## config.mk

```make
export PLATFORM = sky130hd
export DESIGN_NAME = id_hazard_ctrl
export DESIGN_NICKNAME = d
export VERILOG_FILES = /design/src/rtl/hazard_pkg.sv /design/src/rtl/hazard_match.sv /design/src/rtl/id_hazard_ctrl.sv
export SDC_FILE = /design/constraint.sdc
export NUM_CORES = 1
export LEC_CHECK = 0
export BUFFER_PORTS_ARGS = -buffer_cell sky130_fd_sc_hd__buf_2
export CAP_MARGIN = 10
export CORE_AREA = 2 2 39 41
export CTS_CLUSTER_DIAMETER = 150
export DETAILED_ROUTE_END_ITERATION = 10
export DIE_AREA = 0 0 41 43
export PLACE_DENSITY_LB_ADDON = 0.15
export SYNTH_ARGS = -nofsm -noshare
export SYNTH_HDL_FRONTEND = slang
export SYNTH_SLANG_ARGS = --single-unit
```

## constraint.sdc

```tcl
create_clock -name clk -period 2.4 [get_ports clk]
set_clock_uncertainty 0.05 [all_clocks]
set_input_delay 0.36 -clock clk [delete_from_list [all_inputs] [get_ports clk]]
set_output_delay 0.36 -clock clk [all_outputs]
set_load 0.02 [all_outputs]
```

## src/rtl/hazard_pkg.sv

```systemverilog
// Shared definitions for the IF/ID -> ID/EX hazard controller.
// Contents: MIPS opcode constants, instruction field widths, FSM state enum
// and a packed view of the instruction fields the hazard logic inspects.
package hazard_pkg;

   localparam int unsigned INSTR_W = 32;
   localparam int unsigned REG_W   = 5;
   localparam int unsigned OP_W    = 6;
   localparam int unsigned WIN_W   = 3;

   localparam logic [OP_W-1:0] OP_RTYPE = 6'h00;
   localparam logic [OP_W-1:0] OP_BEQ   = 6'h04;
   localparam logic [OP_W-1:0] OP_BNE   = 6'h05;
   localparam logic [OP_W-1:0] OP_SW    = 6'h2B;

   typedef enum logic [1:0] {
      RUN   = 2'd0,
      STALL = 2'd1,
      FLUSH = 2'd2
   } state_e;

   typedef struct packed {
      logic [OP_W-1:0]  op;
      logic [REG_W-1:0] rs;
      logic [REG_W-1:0] rt;
      logic [15:0]      low;
   } instr_fields_t;

   // Opcodes whose rt field is a source operand (not a destination).
   function automatic logic op_uses_rt(input logic [OP_W-1:0] op);
      return (op == OP_RTYPE) || (op == OP_BEQ) || (op == OP_BNE) || (op == OP_SW);
   endfunction

endpackage

```

## src/rtl/hazard_match.sv

```systemverilog
// Load-use hazard detector (combinational).
// Ports:
//   instr          in  32  instruction in IF/ID
//   id_ex_mem_read in  1   load currently in EX
//   id_ex_rt       in  5   load destination register
//   hz             out 1   consumer in ID reads the load destination
module hazard_match
   import hazard_pkg::*;
(
   input  logic [INSTR_W-1:0] instr,
   input  logic               id_ex_mem_read,
   input  logic [REG_W-1:0]   id_ex_rt,
   output logic               hz
);

   instr_fields_t f;
   logic          unused_low;

   assign f          = instr_fields_t'(instr);
   assign unused_low = ^f.low;

   // $zero is never a real dependency, so rt==0 loads never stall.
   always_comb begin
      hz = id_ex_mem_read && (id_ex_rt != '0) &&
           ((id_ex_rt == f.rs) || (op_uses_rt(f.op) && (id_ex_rt == f.rt)));
   end

endmodule

```

## src/rtl/id_hazard_ctrl.sv

```systemverilog
// Hazard controller for the IF/ID -> ID/EX boundary of the 5-stage MIPS core.
// Load-use hazards hold PC/IF-ID and bubble ID/EX; taken branches flush IF/ID
// and bubble ID/EX. Multi-cycle windows are sequenced by a RUN/STALL/FLUSH FSM
// with a 3-bit down-counter. Outputs are Mealy (same-cycle response).
// Optional feature macro: HAZARD_STATS_EN adds saturating stall/flush counters.
// Ports:
//   clk, rst (sync, active-high)
//   if_id_instr, id_ex_mem_read, id_ex_rt, ex_mem_br_taken  (inputs)
//   pc_write, if_id_write, if_id_flush, id_ex_bubble, busy   (outputs)
//   stall_count, flush_count  (HAZARD_STATS_EN only)
module id_hazard_ctrl
   import hazard_pkg::*;
#(
   parameter int unsigned LOAD_STALL_CYC = 1,
   parameter int unsigned BR_FLUSH_CYC   = 1,
   parameter int unsigned CNT_W          = 32
) (
   input  logic               clk,
   input  logic               rst,
   input  logic [INSTR_W-1:0] if_id_instr,
   input  logic               id_ex_mem_read,
   input  logic [REG_W-1:0]   id_ex_rt,
   input  logic               ex_mem_br_taken,
   output logic               pc_write,
   output logic               if_id_write,
   output logic               if_id_flush,
   output logic               id_ex_bubble,
   output logic               busy
`ifdef HAZARD_STATS_EN
   ,
   output logic [CNT_W-1:0]   stall_count,
   output logic [CNT_W-1:0]   flush_count
`endif
);

   localparam logic [WIN_W-1:0] STALL_RELOAD = WIN_W'(LOAD_STALL_CYC - 1);
   localparam logic [WIN_W-1:0] FLUSH_RELOAD = WIN_W'(BR_FLUSH_CYC - 1);
   localparam int unsigned      unused_cnt_w = CNT_W;

   state_e           state_q, state_d;
   logic [WIN_W-1:0] cnt_q, cnt_d;
   logic             hz;
   logic             stall_act;
   logic             flush_act;

   hazard_match u_match (
      .instr          (if_id_instr),
      .id_ex_mem_read (id_ex_mem_read),
      .id_ex_rt       (id_ex_rt),
      .hz             (hz)
   );

   // State and window counter.
   always_ff @(posedge clk) begin
      state_q <= state_d;
      cnt_q   <= cnt_d;
   end

   // Next state and Mealy output decode.
   always_comb begin
      state_d      = state_q;
      cnt_d        = cnt_q;
      stall_act    = 1'b0;
      flush_act    = 1'b0;
      pc_write     = 1'b1;
      if_id_write  = 1'b1;
      if_id_flush  = 1'b0;
      id_ex_bubble = 1'b0;
      busy         = 1'b0;

      if (rst) begin
         state_d = RUN;
         cnt_d   = '0;
      end else begin
         busy = (state_q != RUN);
         unique case (state_q)
            RUN, STALL: begin
               // A taken branch wins over any stall: the stalled instr is wrong-path.
               if (ex_mem_br_taken) begin
                  flush_act = 1'b1;
                  if (BR_FLUSH_CYC > 1) begin
                     state_d = FLUSH;
                     cnt_d   = FLUSH_RELOAD;
                  end else begin
                     state_d = RUN;
                     cnt_d   = '0;
                  end
               end else if (state_q == STALL) begin
                  stall_act = 1'b1;
                  cnt_d     = cnt_q - WIN_W'(1);
                  if (cnt_q == WIN_W'(1)) state_d = RUN;
               end else if (hz) begin
                  stall_act = 1'b1;
                  if (LOAD_STALL_CYC > 1) begin
                     state_d = STALL;
                     cnt_d   = STALL_RELOAD;
                  end
               end
            end
            FLUSH: begin
               flush_act = 1'b1;
               if (ex_mem_br_taken) begin
                  cnt_d = FLUSH_RELOAD;
               end else begin
                  cnt_d = cnt_q - WIN_W'(1);
                  if (cnt_q == WIN_W'(1)) state_d = RUN;
               end
            end
            default: begin
               state_d = RUN;
               cnt_d   = '0;
            end
         endcase
      end

      if (flush_act) begin
         if_id_flush  = 1'b1;
         id_ex_bubble = 1'b1;
      end else if (stall_act) begin
         pc_write     = 1'b0;
         if_id_write  = 1'b0;
         id_ex_bubble = 1'b1;
      end
   end

`ifdef HAZARD_STATS_EN
   // Saturating per-cycle stall/flush statistics.
   always_ff @(posedge clk) begin
      if (rst) begin
         stall_count <= '0;
         flush_count <= '0;
      end else begin
         if (stall_act && (stall_count != '1)) stall_count <= stall_count + CNT_W'(1);
         if (flush_act && (flush_count != '1)) flush_count <= flush_count + CNT_W'(1);
      end
   end
`endif

endmodule

```

==> results.sh <==
export IMPL_status="finished clean"
export IMPL_grt_pass1_vias=429
export IMPL_clock_sinks=5
export IMPL_cts_hold_buf=0
export IMPL_cts_clk_slew_worst_paths_ns=0.05
export IMPL_wl_um=1060
export IMPL_drc=0
export IMPL_postCtsSetupBuffers=0
export IMPL_layout_nets=131
export IMPL_ir_worst_vdd_v=0.000262
export IMPL_ys_flop_type="dfxtp_1"
export IMPL_r2r_setup_slack_ns=1.10
export IMPL_utilization_pct=45.0
export IMPL_ys_ff_latch=5
export IMPL_ys_warn_count=0
export IMPL_dpl_hpwl_um=875
export IMPL_crit_chain="buf_2 > or4_1 > o211a_1 > o2111ai_1 > and3_1 > buf_2"
export IMPL_cts_tree="done"
export IMPL_antenna_left=0
export IMPL_gp_congestion=0.699
export IMPL_yosys_top_cells_area="dfxtp_1 22%, xor2_1 18%, xnor2_1 5.9%"
export IMPL_timing_fmax_mhz=476
export IMPL_grt_max_degree=12
export IMPL_area_delta_synth_final_pct=39.5
export IMPL_ioPinCount=46
export IMPL_synth_commonest_cells="9 x xor2_1, 5 x dfxtp_1, 5 x nor2_1, 5 x nor3_1"
export IMPL_drive_gt1_share_pct=37.9
export IMPL_cts_buffers_inserted=3
export IMPL_die_x_um=41
export IMPL_hold_start="ex_mem_br_taken"
export IMPL_cp_startpoint="id_ex_rt[0]"
export IMPL_grt_setup_unrepaired="false"
export IMPL_period_share_pct=87.6
export IMPL_cts_buffer_depth=2
export IMPL_crit_arrival_ns=1.69
export IMPL_clock_root_buffer="clkbuf_4"
export IMPL_critPathSlowestCell="or4_1"
export IMPL_h_tree_depth=1
export IMPL_io_buffers=29
export IMPL_chipHeight_um=43
export IMPL_yosysMostFrequentCell="xor2_1"
export IMPL_whs_endpoint="cnt_q[1]$_SDFFE_PP0P_"
export IMPL_cp_end_kind="output port"
export IMPL_tns_ns=0
export IMPL_cp_start_kind="input port"
export IMPL_dieArea_um2=1760
export IMPL_hp_class="input port to flop"
export IMPL_whs_ns=0.307
export IMPL_synth_edf_count=0
export IMPL_p_per_area_nw_per_um2=376
export IMPL_clk_latency_ns=0.25
export IMPL_reg2reg_to="cnt_q[1]$_SDFFE_PP0P_"
export IMPL_synthCells=57
export IMPL_min_path_cells=2
export IMPL_max_stage_delay_ns=0.52
export IMPL_place_ws_ns=0.280
export IMPL_required_ns=1.99
export IMPL_post_cts_resized=0
export IMPL_dr_pass1_iters=4
export IMPL_synth_area_leader_cell="dfxtp_1"
export IMPL_vias=515
export IMPL_diodes=0
export IMPL_final_area_um2=623
export IMPL_finalSetupViolCount=0
export IMPL_grt_first_pass_wirelength_um=1680
export IMPL_syn_num_nets=100
export IMPL_hold_violations=0
export IMPL_r2r_start="cnt_q[0]$_SDFFE_PP0P_"
export IMPL_cpMostUsedCell="buf_2"
export IMPL_rows=14
export IMPL_via_per_inst=5.00
export IMPL_maxCapViolations=0
export IMPL_async_flop_share_pct=0
export IMPL_routedWlPerCell_um=10.3
export IMPL_reg2reg_depth=5
export IMPL_worst_path_buf_inv=2
export IMPL_yosysSeqAreaShare_pct=22.4
export IMPL_path_max_fanout=3
export IMPL_p_leak_uw=0.000282
export IMPL_overflow=0
export IMPL_start_util_pct=32.3
export IMPL_setup_worst_path_class="input port to output port"
export IMPL_slew_headroom_pct=77.2
export IMPL_drt_iter0_markers=8
export IMPL_antenna_found_initial=0
export IMPL_report_final_slew_viol_count=0
export IMPL_synth_cell_type_count=25
export IMPL_synthesis_area_um2=447
export IMPL_syn_area_per_cell_um2=7.84
export IMPL_netlist_area_leader_share_pct=22.4
export IMPL_path_delay_family="simple AND/OR/NAND/NOR gates"
export IMPL_fillers=153
export IMPL_track_usage_pct=14.3
export IMPL_tightest_slew_ns=0.342
export IMPL_core_area_um2=1380
export IMPL_period_needed_ns=2.10
export IMPL_fin_ws_ns=0.297
export IMPL_dpl_instance_area_um2=597
metal layers:
metal / global-route usage, % / wire length (um) / vias up
met2: 20.0 / 518 / 13
li1: - / - / 264
met3: 3.14 / 65 / 4
met1: 16.8 / 449 / 234
met4: 13.3 / 23 / 0
met5: 0 / 0 / -
placed cells by master, fill, tap and decap left out, types with 2 or more instances in the layout:
cell and instances:
clkbuf_4 3, nand2b_1 2, nor2_1 5, dfxtp_1 5, nor4_1 2, ha_1 2
nor3_1 5, a21oi_1 3, inv_1 3, o21ai_0 3, xnor2_1 3, buf_2 29
xor2_1 9
cell type report:
class / count / area [um2] / area share, %
Clock buffer: 4 / 26.3 / 4.22
Sequential cell: 5 / 100 / 16.1
Inverter: 3 / 11.3 / 1.81
Multi-Input combinational cell: 46 / 320 / 51.4
Tap cell: 16 / 20.0 / 3.21
Timing Repair Buffer: 29 / 145 / 23.3
where the power goes:
group / total [uW] / internal (uW) / switching [uW]
registers: 83.3 / 83.3 / 0.000000000000166
logic: 50.5 / 26.7 / 23.8
clock network: 101 / 63.0 / 37.6
logic make-up after synthesis:
logic type	share of synthesized area [%]
buf+inv	5.88
fa+ha+maj	5.60
compound gates	14.6
simple gates	28.0
xor+xnor	23.5
flops	22.4
how the worst max path moves through the flow:
stage               depth (start not counted)           to
global route                                6  if_id_write
floorplan                                   5     pc_write
detailed placement                          6  if_id_write
CTS                                         6  if_id_write
finish                                      6  if_id_write
global placement                            6     pc_write
flip-flops by register name, summed over array words and instances (netlist names):
signal	flops
cnt_q	3
state_q	2
worst reg2reg max path, cell delays in order, from the launching register on:
cell	delay, ns
dfxtp_1	0.37
inv_1	0.06
ha_1	0.30
a211oi_1	0.25
a21oi_1	0.06
nor3_1	0.13
metrics by stage:
| step | total power (uW) | instances |
|---|---|---|
| after CTS | 239 | 103 |
| final | 234 | 103 |
| after floorplan | 106 | 57 |
| after detailed placement | 136 | 99 |
| after global routing | 252 | 103 |
| after global placement | 136 | 99 |
Note: power is estimated with default switching activity, not from simulation.
